File: src/rtl/sub_run_if.sv
// Handshake bundle between the test harness (master) and the sub-block run controller (slave).
interface sub_run_if #(
    parameter int NUM_SUBS = 2,
    parameter int CW       = 32
) ();
    logic                start;
    logic [NUM_SUBS-1:0] sub_done;
    logic                sub_err;
    logic                sub_reset_l;
    logic                busy;
    logic [NUM_SUBS-1:0] done_mask;
    logic [CW-1:0]       cycle_count;
    logic                finished;
    logic                pass;
    logic                timed_out;

    modport master (
        output start, sub_done, sub_err,
        input  sub_reset_l, busy, done_mask, cycle_count, finished, pass, timed_out
    );

    modport slave (
        input  start, sub_done, sub_err,
        output sub_reset_l, busy, done_mask, cycle_count, finished, pass, timed_out
    );
endinterface

File: src/rtl/sub_run_ctrl.sv
// Sequences reset/run/drain of NUM_SUBS counter sub-blocks with a watchdog and a single
// pass/fail verdict; the companion checker module carries the protocol assertions.
module sub_run_ctrl #(
    parameter int NUM_SUBS     = 2,
    parameter int RST_CYCLES   = 4,
    parameter int TIMEOUT      = 100,
    parameter int DRAIN_CYCLES = 2,
    parameter int CW           = 32
) (
    input logic     clk,
    input logic     reset,
    sub_run_if.slave bus
);
    localparam int PHASE_MAX = (RST_CYCLES > DRAIN_CYCLES) ? RST_CYCLES : DRAIN_CYCLES;
    localparam int PW        = (PHASE_MAX > 1) ? $clog2(PHASE_MAX) : 1;

    localparam logic [PW-1:0]       HOLD_LAST    = PW'(RST_CYCLES - 1);
    localparam logic [PW-1:0]       DRAIN_LAST   = PW'(DRAIN_CYCLES - 1);
    localparam logic [CW-1:0]       TIMEOUT_LAST = CW'(TIMEOUT - 1);
    localparam logic [CW-1:0]       CNT_MAX      = {CW{1'b1}};
    localparam logic [NUM_SUBS-1:0] ALL_DONE     = {NUM_SUBS{1'b1}};

    typedef enum logic [2:0] {
        ST_IDLE  = 3'd0,
        ST_HOLD  = 3'd1,
        ST_RUN   = 3'd2,
        ST_DRAIN = 3'd3,
        ST_DONE  = 3'd4
    } state_t;

    state_t              state_r;
    logic [PW-1:0]       phase_cnt_r;
    logic                err_seen_r;
    logic                sub_reset_l_r;
    logic                busy_r;
    logic [NUM_SUBS-1:0] done_mask_r;
    logic [CW-1:0]       cycle_count_r;
    logic                finished_r;
    logic                pass_r;
    logic                timed_out_r;

    logic [NUM_SUBS-1:0] done_next_s;
    logic                all_done_s;
    logic                timeout_s;
    logic [CW-1:0]       cycle_next_s;

    // RUN-cycle bookkeeping: merged done mask, completion, watchdog hit, saturating count
    always_comb begin
        done_next_s  = done_mask_r | bus.sub_done;
        all_done_s   = (done_next_s == ALL_DONE);
        timeout_s    = (cycle_count_r == TIMEOUT_LAST);
        cycle_next_s = cycle_count_r;
        if (cycle_count_r != CNT_MAX) begin
            cycle_next_s = cycle_count_r + CW'(1);
        end else begin
            cycle_next_s = CNT_MAX;
        end
    end

    // Run-sequence state machine with all outputs registered
    always_ff @(posedge clk) begin
        if (reset) begin
            state_r       <= ST_IDLE;
            phase_cnt_r   <= {PW{1'b0}};
            err_seen_r    <= 1'b0;
            sub_reset_l_r <= 1'b0;
            busy_r        <= 1'b0;
            done_mask_r   <= {NUM_SUBS{1'b0}};
            cycle_count_r <= {CW{1'b0}};
            finished_r    <= 1'b0;
            pass_r        <= 1'b0;
            timed_out_r   <= 1'b0;
        end else begin
            case (state_r)
                ST_IDLE, ST_DONE: begin
                    if (bus.start) begin
                        state_r       <= ST_HOLD;
                        phase_cnt_r   <= {PW{1'b0}};
                        err_seen_r    <= 1'b0;
                        sub_reset_l_r <= 1'b0;
                        busy_r        <= 1'b1;
                        done_mask_r   <= {NUM_SUBS{1'b0}};
                        cycle_count_r <= {CW{1'b0}};
                        finished_r    <= 1'b0;
                        pass_r        <= 1'b0;
                        timed_out_r   <= 1'b0;
                    end
                end
                ST_HOLD: begin
                    if (phase_cnt_r == HOLD_LAST) begin
                        state_r       <= ST_RUN;
                        phase_cnt_r   <= {PW{1'b0}};
                        sub_reset_l_r <= 1'b1;
                    end else begin
                        phase_cnt_r <= phase_cnt_r + PW'(1);
                    end
                end
                ST_RUN: begin
                    cycle_count_r <= cycle_next_s;
                    done_mask_r   <= done_next_s;
                    err_seen_r    <= err_seen_r | bus.sub_err;
                    if (all_done_s || bus.sub_err || timeout_s) begin
                        state_r     <= ST_DRAIN;
                        phase_cnt_r <= {PW{1'b0}};
                        // Completion on the final watchdog cycle still counts as success
                        if (timeout_s && !all_done_s) begin
                            timed_out_r <= 1'b1;
                        end
                    end
                end
                ST_DRAIN: begin
                    if (phase_cnt_r == DRAIN_LAST) begin
                        state_r       <= ST_DONE;
                        sub_reset_l_r <= 1'b0;
                        busy_r        <= 1'b0;
                        finished_r    <= 1'b1;
                        pass_r        <= (&done_mask_r) & ~err_seen_r & ~timed_out_r;
                    end else begin
                        phase_cnt_r <= phase_cnt_r + PW'(1);
                    end
                end
                default: begin
                    state_r       <= ST_IDLE;
                    phase_cnt_r   <= {PW{1'b0}};
                    sub_reset_l_r <= 1'b0;
                    busy_r        <= 1'b0;
                    finished_r    <= 1'b0;
                    pass_r        <= 1'b0;
                end
            endcase
        end
    end

    assign bus.sub_reset_l = sub_reset_l_r;
    assign bus.busy        = busy_r;
    assign bus.done_mask   = done_mask_r;
    assign bus.cycle_count = cycle_count_r;
    assign bus.finished    = finished_r;
    assign bus.pass        = pass_r;
    assign bus.timed_out   = timed_out_r;
endmodule

File: src/flat_wrapper.sv
// flat-port wrapper written by rule: the top's interface ports become plain ports
module sub_run_ctrl_flat 
#(
    parameter int NUM_SUBS     = 2,
    parameter int RST_CYCLES   = 4,
    parameter int TIMEOUT      = 100,
    parameter int DRAIN_CYCLES = 2,
    parameter int CW           = 32
)
  (clk, reset, bus_start, bus_sub_done, bus_sub_err, bus_sub_reset_l, bus_busy, bus_done_mask, bus_cycle_count, bus_finished, bus_pass, bus_timed_out);
  sub_run_if #(.NUM_SUBS(NUM_SUBS), .CW(CW)) bus_i ();
  input logic clk;
  input logic reset;
  input wire logic [$bits(bus_i.start)-1:0] bus_start;
  input wire logic [$bits(bus_i.sub_done)-1:0] bus_sub_done;
  input wire logic [$bits(bus_i.sub_err)-1:0] bus_sub_err;
  output wire logic [$bits(bus_i.sub_reset_l)-1:0] bus_sub_reset_l;
  output wire logic [$bits(bus_i.busy)-1:0] bus_busy;
  output wire logic [$bits(bus_i.done_mask)-1:0] bus_done_mask;
  output wire logic [$bits(bus_i.cycle_count)-1:0] bus_cycle_count;
  output wire logic [$bits(bus_i.finished)-1:0] bus_finished;
  output wire logic [$bits(bus_i.pass)-1:0] bus_pass;
  output wire logic [$bits(bus_i.timed_out)-1:0] bus_timed_out;
  assign bus_i.start = bus_start;
  assign bus_i.sub_done = bus_sub_done;
  assign bus_i.sub_err = bus_sub_err;
  assign bus_sub_reset_l = bus_i.sub_reset_l;
  assign bus_busy = bus_i.busy;
  assign bus_done_mask = bus_i.done_mask;
  assign bus_cycle_count = bus_i.cycle_count;
  assign bus_finished = bus_i.finished;
  assign bus_pass = bus_i.pass;
  assign bus_timed_out = bus_i.timed_out;
  sub_run_ctrl #(.NUM_SUBS(NUM_SUBS), .RST_CYCLES(RST_CYCLES), .TIMEOUT(TIMEOUT), .DRAIN_CYCLES(DRAIN_CYCLES), .CW(CW)) u_core (.clk(clk), .reset(reset), .bus(bus_i));
endmodule
File: config.mk
export PLATFORM = sky130hd
export DESIGN_NAME = sub_run_ctrl_flat
export DESIGN_NICKNAME = d
export VERILOG_FILES = /design/src/rtl/sub_run_if.sv /design/src/rtl/sub_run_ctrl.sv /design/src/flat_wrapper.sv
export SDC_FILE = /design/constraint.sdc
export NUM_CORES = 1
export LEC_CHECK = 0
export CORE_AREA = 3 3 95 70
export DETAILED_ROUTE_END_ITERATION = 8
export DIE_AREA = 0 0 98 73
export HOLD_SLACK_MARGIN = 0.12
export PLACE_DENSITY = 0.68
export SYNTH_ARGS = -nofsm -noshare
export SYNTH_HDL_FRONTEND = slang
export SYNTH_SLANG_ARGS = --single-unit
File: constraint.sdc
create_clock -name clk -period 6.1 [get_ports clk]
set_input_delay 1.525 -clock clk [delete_from_list [all_inputs] [get_ports clk]]
set_output_delay 1.525 -clock clk [all_outputs]
set_load 0.005 [all_outputs]
==> flow_metrics.tcl, run 1 <==
set metrics [dict create \
    holdPathStages 2 \
    pwr-share-seq_pct 52.7 \
    syn_avg_cell_area_um2 7.918 \
    cp-end-kind "register" \
    cts_tree "yes" \
    period_share_pct 52.67 \
    fp.dieH_um 73 \
    critPathArrivalTime_ns 3.45 \
    ys.flop_type "dfxtp_1" \
    hold_buffers 0 \
    rr_endpoint "u_core.bus.cycle_count[29]" \
    overflow 0 \
    clkLatencyLatePin_ns 0.30 \
    ff2ff_path_depth 6 \
    setup_violations 0 \
    setup_tns_ns 0 \
    drc 0 \
    vias_per_cell 6.310 \
    ios 45 \
    drive_gt1_share_pct 8.333 \
    max_slew.worst_pin.slew_ns 1.099 \
    synth-edff-count 0 \
    wl_per_cell_um 18.14 \
    antenna_found_initial 0 \
    netlist_instances 326 \
    cts_resized 0 \
    syn_nets 335 \
    rows 23 \
    first_pass_iters 5 \
    cts.sinks 45 \
    sw_frac_of_total_pct 23.97 \
    syn_area_um2 2581 \
    met3_usage_pct 4.107 \
    crit_fanout 14 \
    hpwl_mm 5.310 \
    startpoint "bus_start" \
    clockBufferDepth 2 \
    slew_headroom_pct 26.46 \
    start_util_pct 45.07 \
    die_x_um 98 \
    fin_ws_ns 2.887 \
    grtUsageTotal_pct 22.22 \
    p_leak_uw 0.001026 \
    finalMaxSlewViolations 0 \
    routed_wl_mm 7.889 \
    path_delay_family "simple AND/OR/NAND/NOR gates" \
    drv_cap 0 \
    nets 368 \
    clockPowerShare_pct 41.2 \
    nFillCells 547 \
    cpMaxStageDelayCell "nor2_1" \
    vias 2745 \
    grt_util_met2_pct 30.92 \
    ys_warn_count 0 \
    status "finished, final reports clean" \
    grt_first_pass_wirelength_mm 12.84 \
    power.internal_uw 430.2 \
    worstSetupEndpoint "u_core.bus.cycle_count[15]" \
    min-delay-path-class "register to register" \
    pwr_density_cell_nw_per_um2 178.5 \
    die-area_um2 7154 \
    htreeDepth 2 \
    grt_pass1_vias 2469 \
    grt_max_degree 33 \
    cpPeakStageDelay_ns 0.85 \
    combinationalPowerShare_pct 6.0 \
    cts.clk_slew.worst_paths_ns 0.09 \
    ir_drop_uv 111.8 \
    synth_largest_area_cell "dfxtp_1" \
    synth.area.top_cells "dfxtp_1 (35%), nand2_1 (5.5%), nand4_1 (4.6%)" \
    p_sw_uw 135.7 \
    ys_types 58 \
    postCtsSetupRepairBufs 0 \
    hold_viol 0 \
    fp.coreArea_um2 5727 \
    cp-start-kind "input port" \
    crit_path_cell_trace "clkdlybuf4s50_1 -> and2_1 -> nor2_1 -> a221oi_1 -> a21oi_1" \
    regToRegStartpoint "u_core.bus.cycle_count[0]" \
    cts_inserted_buffers 5 \
    worstPathRequired_ns 6.34 \
    cts_root_buf "clkbuf_8" \
    met1_usage_pct 34.60 \
    post-synth-top-count-cell "dfxtp_1" \
    yosys-top-cells-count "dfxtp_1 (45), nand2_1 (38), a21oi_1 (23), nor2_1 (23), o21ai_0 (23)" \
    ys_async_sr_fraction_pct 0 \
    numPortBuffers 44 \
    regToRegSetupSlack_ns 3.66 \
    synth_top_area_share_pct 34.90 \
    grt_busiest_layer "met1" \
    area_delta_synth_final_pct 22.78 \
    place_congestion 0.8289 \
    fmax_ghz 0.3113 \
    drt_first_iter_violations 291 \
    ys_ff_latch 45 \
    post-place-ws_ns 2.627 \
    cp_num_cells 5 \
    crit_buf_inv 1 \
    rsz0062_at_grt "no" \
    n_antenna_cell 0 \
    fin_skew_ns 0.007039 \
    final.min_clock_period_ns 3.213 \
    ys_seq_area_share_pct 34.90 \
    antenna_left 0 \
    critPathKind "input port to register" \
]
[worst min path at each step]
stage	to	start	slack, ns
2_1_floorplan	u_core.phase_cnt_r[1]	u_core.phase_cnt_r[1]	0.45
4_1_cts	u_core.bus.finished	u_core.bus.finished	0.47
3_3_place_gp	u_core.bus.finished	u_core.bus.finished	0.45
3_5_place_dp	u_core.bus.finished	u_core.bus.finished	0.46
5_1_grt	u_core.bus.finished	u_core.bus.finished	0.50
6_report	u_core.bus.finished	u_core.bus.finished	0.46
[cells by family after synthesis]
kind of cell / count (synthesis) / synth area share [%]
AO/OA/AOI/OAI: 98 / 24.63
adder cells (fa/ha/maj): 3 / 1.454
flip-flops: 45 / 34.90
multiplexers: 3 / 1.260
buffers and inverters: 26 / 3.974
AND/OR/NAND/NOR: 151 / 33.79
[stage by stage]
| stage | power [uW] | instance area [um^2] | hold slack (ns) | util [%] | cells |
|---|---|---|---|---|---|
| floorplan | 326.7 | 2581 | 0.4515 | - | 326 |
| global placement | 338.5 | 3054 | 0.4462 | 53.33 | 427 |
| detailed placement | 338.5 | 3054 | 0.4554 | 53.33 | 427 |
| CTS | 566.5 | 3169 | 0.4690 | 55.34 | 435 |
| global route | 584.4 | 3169 | 0.5042 | 55.34 | 435 |
| finish | 565.9 | 3169 | 0.4631 | 55.34 | 435 |
[sequential cells by signal (all words and copies together) (netlist names)]
register	flops
u_core.bus.busy	1
u_core.bus.cycle_count	32
u_core.bus.done_mask	2
u_core.bus.finished	1
u_core.bus.pass	1
u_core.bus.sub_reset_l	1
u_core.bus.timed_out	1
u_core.err_seen_r	1
u_core.phase_cnt_r	2
u_core.state_r	3
[layout by cell type (no fill, tap or decap), drive strengths merged, types with 3 or more instances in the layout]
| master | n |
|---|---|
| nand4 | 20 |
| o31a | 3 |
| o2bb2ai | 6 |
| nand3 | 15 |
| a21o | 3 |
| and2 | 3 |
| or3 | 5 |
| clkbuf | 5 |
| a31oi | 8 |
| nor4 | 12 |
| ha | 3 |
| dfxtp | 45 |
| o211ai | 4 |
| nor3 | 10 |
| a32o | 3 |
| and3 | 4 |
| o21a | 5 |
| nor2b | 3 |
| a21oi | 24 |
| nand2 | 38 |
| nor2 | 23 |
| inv | 5 |
| or4 | 4 |
| clkdlybuf4s50 | 44 |
| or2 | 5 |
| o21ai | 25 |
| a22oi | 5 |
| buf | 3 |
[worst reg2reg max path: cells and delay by family (launching register included)]
| kind | cells | cell delay [ns] |
|---|---|---|
| and+or+nand+nor | 4 | 1.33 |
| DFF | 1 | 0.50 |
| adders and majority gates | 1 | 0.30 |
| AOI/OAI and AO/OA | 1 | 0.22 |
[power groups by stage]
stage	logic (uW)	clock network [uW]	registers, uW
CTS	33.4	235	298
global placement	33.2	0	305
global route	37.9	247	299
finish	34.0	233	298
detailed placement	33.1	0	305
floorplan	23.1	0	304
[cell type report]
type	count	area [um^2]	area share, %
clock buffer	5	68.82	2.171
clock inverter	3	46.29	1.461
inverter	5	18.77	0.5922
multi-input combinational	255	1578	49.78
sequential	45	900.9	28.42
tap	75	93.84	2.961
timing repair buffer	47	462.9	14.61
[routing by layer]
metal	share of wire (%)	vias up
li1	-	1305
met1	48	1290
met2	41	141
met3	10	9
met4	0.99	0
met5	0	-
(Power assumes the default switching activity.)
==> inputs of run 2 (changes only) <==
Settings changed: PLACE_DENSITY 0.68 to 0.71.
Clock period 6.1 ns to 2.7 ns, I/O delays scaled along.
==> run 2 against run 1 <==
Compared with the run above: clock-buffer cell count did not move; via count rose by 2.3%; global-route usage rose by 1.0 points; worst setup slack got worse by 2.7 ns; critical endpoint is now u_core.bus.cycle_count[30].
==> flow_metrics.tcl, run 2 (synthesis gave the netlist of run 1 again) <==
set metrics [dict create \
    status "finished, final reports clean" \
    fp.dieH_um 73 \
    critPathArrivalTime_ns 2.68 \
    rr_endpoint "u_core.bus.cycle_count[30]" \
    drc 0 \
    fin_skew_ns 0.007145 \
    area_delta_synth_final_pct 25.25 \
    slew_headroom_pct 19.79 \
    whs_ns 0.4595 \
    ios 45 \
    antenna_found_initial 0 \
    fp.coreArea_um2 5727 \
    place_congestion 0.8775 \
    vias 2808 \
    dp.cells 433 \
    rsz0062_at_grt "no" \
    register_area_um2 900.9 \
    post-route-cell-area_um2 3233 \
    numPortBuffers 44 \
    largest_reg_flops 32 \
    min-delay-path-class "register to register" \
    final_common_cell "dfxtp_1" \
    worstPathRequired_ns 2.92 \
    cpMaxStageDelayCell "and4_1" \
    crit_path_cell_trace "ha_1 -> nand4_1 -> nor3_1 -> and4_1 -> a21oi_1 -> a221oi_1" \
    layout.cells.non_filler 441 \
    hold_viol 0 \
    hpwl_mm 5.680 \
    cts_inserted_buffers 5 \
    final.min_clock_period_ns 2.466 \
    period_share_pct 91.31 \
    pwr_density_cell_nw_per_um2 423.5 \
    hold_buffers 0 \
    multi_input_area_um2 1578 \
    regToRegSetupSlack_ns 0.23 \
    first_pass_iters 7 \
    cts_tree "yes" \
    die_x_um 98 \
    holdPathStages 2 \
    regToRegStartpoint "u_core.bus.cycle_count[0]" \
    cts_resized 0 \
    placed_cell_area_um2 3099 \
    start_util_pct 45.07 \
    ff2ff_path_depth 6 \
    drv_cap 0 \
    cpPeakStageDelay_ns 0.61 \
    n_antenna_cell 0 \
    grt_max_degree 32 \
    nets 374 \
    critPathKind "register to register" \
    cts.clk_slew.worst_paths_ns 0.09 \
    cts_root_buf "clkbuf_8" \
    antenna_left 0 \
    p_leak_uw 0.001069 \
    overflow 0 \
    wl_per_cell_um 18.51 \
    cp-start-kind "register" \
    setup_tns_ns 0 \
    hold_path_end "u_core.bus.finished" \
    p_total_uw 1369 \
    ir_drop_uv 177.6 \
    cp-end-kind "register" \
    grt_first_pass_wirelength_mm 13.48 \
    layout_common_cells "dfxtp_1 (45), clkdlybuf4s50_1 (44), nand2_1 (38)" \
    crit_fanout 11 \
    fmax_ghz 0.4056 \
    rows 23 \
    max_slew.worst_pin.slew_ns 1.199 \
    postCtsSetupRepairBufs 0 \
    clockBufferDepth 2 \
    setup_violations 0 \
    hp-start "u_core.bus.finished" \
    htreeDepth 2 \
    routed_wl_mm 8.164 \
    die-area_um2 7154 \
    grtUsageTotal_pct 23.25 \
    drive_gt1_share_pct 9.836 \
    nFillCells 558 \
    grt_pass1_vias 2638 \
    finalMaxSlewViolations 0 \
    cts.sinks 45 \
    vias_per_cell 6.367 \
    drt_first_iter_violations 330 \
    clkLatencyLatePin_ns 0.31 \
]
## run 2: worst max-delay path by stage
stage                                   start                         end  slack (ns)  cells past startpoint
floorplan           u_core.bus.cycle_count[0]  u_core.bus.cycle_count[26]        0.71                      6
global placement                    bus_start  u_core.bus.cycle_count[15]        0.05                      5
detailed placement                  bus_start  u_core.bus.cycle_count[15]       -0.03                      5
CTS                                 bus_start  u_core.bus.cycle_count[15]        0.26                      5
global route        u_core.bus.cycle_count[0]  u_core.bus.cycle_count[30]        0.02                      6
finish              u_core.bus.cycle_count[0]  u_core.bus.cycle_count[30]        0.23                      6
## run 2: metrics by stage
stage | worst slack, ns | utilization, %
after global routing | 0.01523 | 56.46
final | 0.2345 | 56.46
after detailed placement | -0.03151 | 54.12
after floorplan | 0.7128 | -
after CTS | 0.2623 | 56.46
after global placement | 0.04618 | 54.12
## run 2: worst max-delay path, delay by kind of cell (launching register included)
kind            cells  cell delay, ns
flops               1            0.49
simple gates        3            1.21
compound gates      2            0.33
fa+ha+maj           1            0.32
## run 2: layer usage
layer	routed length [um]	track usage (%)
met1	3856	35.68
met2	3408	32.50
met3	766	4.011
met4	133	7.680
met5	0	0
## run 2: cell type report
cell class | instances | area share [%]
Tap cell | 75 | 2.902
Multi-Input combinational cell | 255 | 48.80
Timing Repair Buffer | 53 | 15.71
Clock inverter | 3 | 2.012
Clock buffer | 5 | 2.128
Sequential cell | 45 | 27.86
Inverter | 5 | 0.5805
## run 2: power breakdown
group / switching, uW / leakage (uW) / internal (uW) / total [uW]
registers: 6.27 / 0.000363 / 668 / 674
logic: 52.3 / 0.000638 / 30.4 / 82.7
clock network: 245 / 0.0000681 / 368 / 612
==> inputs of run 3 (changes only) <==
Settings changed: ABC_AREA set to 1, CORE_AREA 3 3 95 70 to 3 3 101 74, DIE_AREA 0 0 98 73 to 0 0 104 77, PLACE_DENSITY 0.71 to 0.7.
==> run 3 against run 2 <==
Compared with the run above: register-to-register slack improved by 0.37 ns; global-route usage decreased by 1.7 points; clock-buffer cell count unchanged; non-clock buffer count shrank 2; largest cell class unchanged.
==> flow_metrics.tcl, run 3 <==
set metrics [dict create \
    setup_violations 0 \
    numPortBuffers 44 \
    vias 3251 \
    place_congestion 0.8830 \
    finalMaxSlewViolations 0 \
    routed_wl_mm 8.338 \
    nets 553 \
    ys_async_sr_fraction_pct 0 \
    postCtsSetupRepairBufs 0 \
    layout.cells.non_filler 639 \
    largest_reg_flops 32 \
    cpMaxStageDelayCell "inv_1" \
    syn_nets 509 \
    hold_buffers 0 \
    fp.dieH_um 77 \
    cts_resized 0 \
    ys_warn_count 0 \
    dp.cells 631 \
    cp-start-kind "register" \
    ios 45 \
    layout_common_cells "nand2_1 (168), nor2_1 (89), inv_1 (50)" \
    rsz0062_at_grt "no" \
    post-synth-top-count-cell "nand2_1" \
    rows 25 \
    fp.coreArea_um2 6631 \
    p_leak_uw 0.001398 \
    min-delay-path-class "register to register" \
    worstPathRequired_ns 2.93 \
    syn_area_um2 2960 \
    overflow 0 \
    wl_per_cell_um 13.05 \
    synth.area.top_cells "dfxtp_1 (30%), nand2_1 (21%), nor2_1 (11%)" \
    crit_top_cell "inv_1" \
    first_pass_iters 5 \
    status "finished, final reports clean" \
    critPathKind "register to register" \
    pwr_density_cell_nw_per_um2 483.1 \
    start_util_pct 44.64 \
    cts.sinks 45 \
    cts.clk_slew.worst_paths_ns 0.10 \
    fin_skew_ns 0.01095 \
    slew_headroom_pct 68.50 \
    drive_gt1_share_pct 6.422 \
    cpPeakStageDelay_ns 0.51 \
    fmax_ghz 0.4777 \
    synth_top_area_share_pct 30.43 \
    syn_avg_cell_area_um2 5.921 \
    regToRegSetupSlack_ns 0.61 \
    drv_cap 0 \
    crit_fanout 22 \
    cts_root_buf "clkbuf_8" \
    max_slew.worst_pin.slew_ns 0.4720 \
    crit_path_cell_trace "inv_1 -> nand3_1 -> inv_1 -> nand4_4 -> a31oi_1" \
    area_delta_synth_final_pct 22.02 \
    die_x_um 104 \
    antenna_left 0 \
    synth_largest_area_cell "dfxtp_1" \
    crit_buf_inv 2 \
    antenna_found_initial 0 \
    ys_seq_area_share_pct 30.43 \
    drt_first_iter_violations 232 \
    cp-end-kind "register" \
    ir_drop_uv 428.3 \
    setup_tns_ns 0 \
    cts_inserted_buffers 5 \
    hold_viol 0 \
    path_delay_family "simple AND/OR/NAND/NOR gates" \
    grt_pass1_vias 2979 \
    drc 0 \
    final_core_util_pct 54.47 \
    grt_max_degree 41 \
    critPathArrivalTime_ns 2.33 \
    clkLatencyLatePin_ns 0.31 \
    htreeDepth 2 \
    grtUsageTotal_pct 21.53 \
    ys.flop_type "dfxtp_1" \
    final_common_cell "nand2_1" \
    hpwl_mm 6.287 \
    n_antenna_cell 0 \
    final.min_clock_period_ns 2.093 \
    cts_tree "yes" \
    yosys-top-cells-count "nand2_1 (168), nor2_1 (89), inv_1 (50)" \
    die-area_um2 8008 \
    grt_first_pass_wirelength_mm 14.28 \
    synth-edff-count 0 \
    ys_ff_latch 45 \
    vias_per_cell 5.088 \
    period_share_pct 77.53 \
    netlist_instances 500 \
    clockBufferDepth 2 \
    ys_types 30 \
]
[run 3: routing by layer]
layer / wire length (um) / vias up / track usage (%)
met3: 648 / 10 / 5.635
met4: 64 / 0 / 4.117
met2: 3632 / 106 / 33.85
li1: - / 1681 / -
met5: 0 / - / 0
met1: 3993 / 1454 / 29.92
[run 3: layout make-up]
cell class / instances / area, um^2
fill: 706 / 3019
clock inverter: 3 / 47.55
tap: 94 / 117.6
sequential: 45 / 900.9
multi-input combinational: 389 / 1789
inverter: 52 / 195.2
clock buffer: 5 / 68.82
timing repair buffer: 51 / 493.0
[run 3: stage by stage]
step	total power [uW]	area, um^2	setup slack (ns)	hold WS (ns)
floorplan	1044	2960	1.115	0.4487
CTS	1755	3612	0.6375	0.4784
detailed placement	1204	3496	0.4819	0.4571
finish	1745	3612	0.6067	0.4756
global placement	1193	3496	0.5017	0.4516
global route	1855	3612	0.3294	0.4943
[run 3: final timing paths]
| kind | start | end | cells past startpoint |
|---|---|---|---|
| setup / recovery | u_core.state_r[2] | u_core.bus.cycle_count[4] | 5 |
| hold / removal | u_core.bus.busy | u_core.bus.busy | 2 |
| setup reg to reg | u_core.state_r[2] | u_core.bus.cycle_count[4] | 5 |
| hold reg to reg | u_core.bus.busy | u_core.bus.busy | 2 |
[run 3: cells by family (layout without fill, tap and decap cells)]
group / count (synthesis) / count (layout) / synth area share (%)
buffers and inverters: 66 / 111 / 9.129
adder cells (fa/ha/maj): 3 / 3 / 1.268
AND/OR/NAND/NOR: 322 / 322 / 47.42
flip-flops: 45 / 45 / 30.43
AO/OA/AOI/OAI: 62 / 62 / 11.16
XOR/XNOR: 2 / 2 / 0.5918
[run 3: worst reg2reg max path, cell delays in order (launching register included)]
cell and delay [ns]:
dfxtp_1 0.34, inv_1 0.09, nand3_1 0.34, inv_1 0.51
nand4_4 0.45, a31oi_1 0.28
[run 3: power by group]
group          internal [uW]  total (uW)  switching, uW
logic                    158         463            305
registers                698         732           34.2
clock network            283         550            267
total                   1140        1750            606
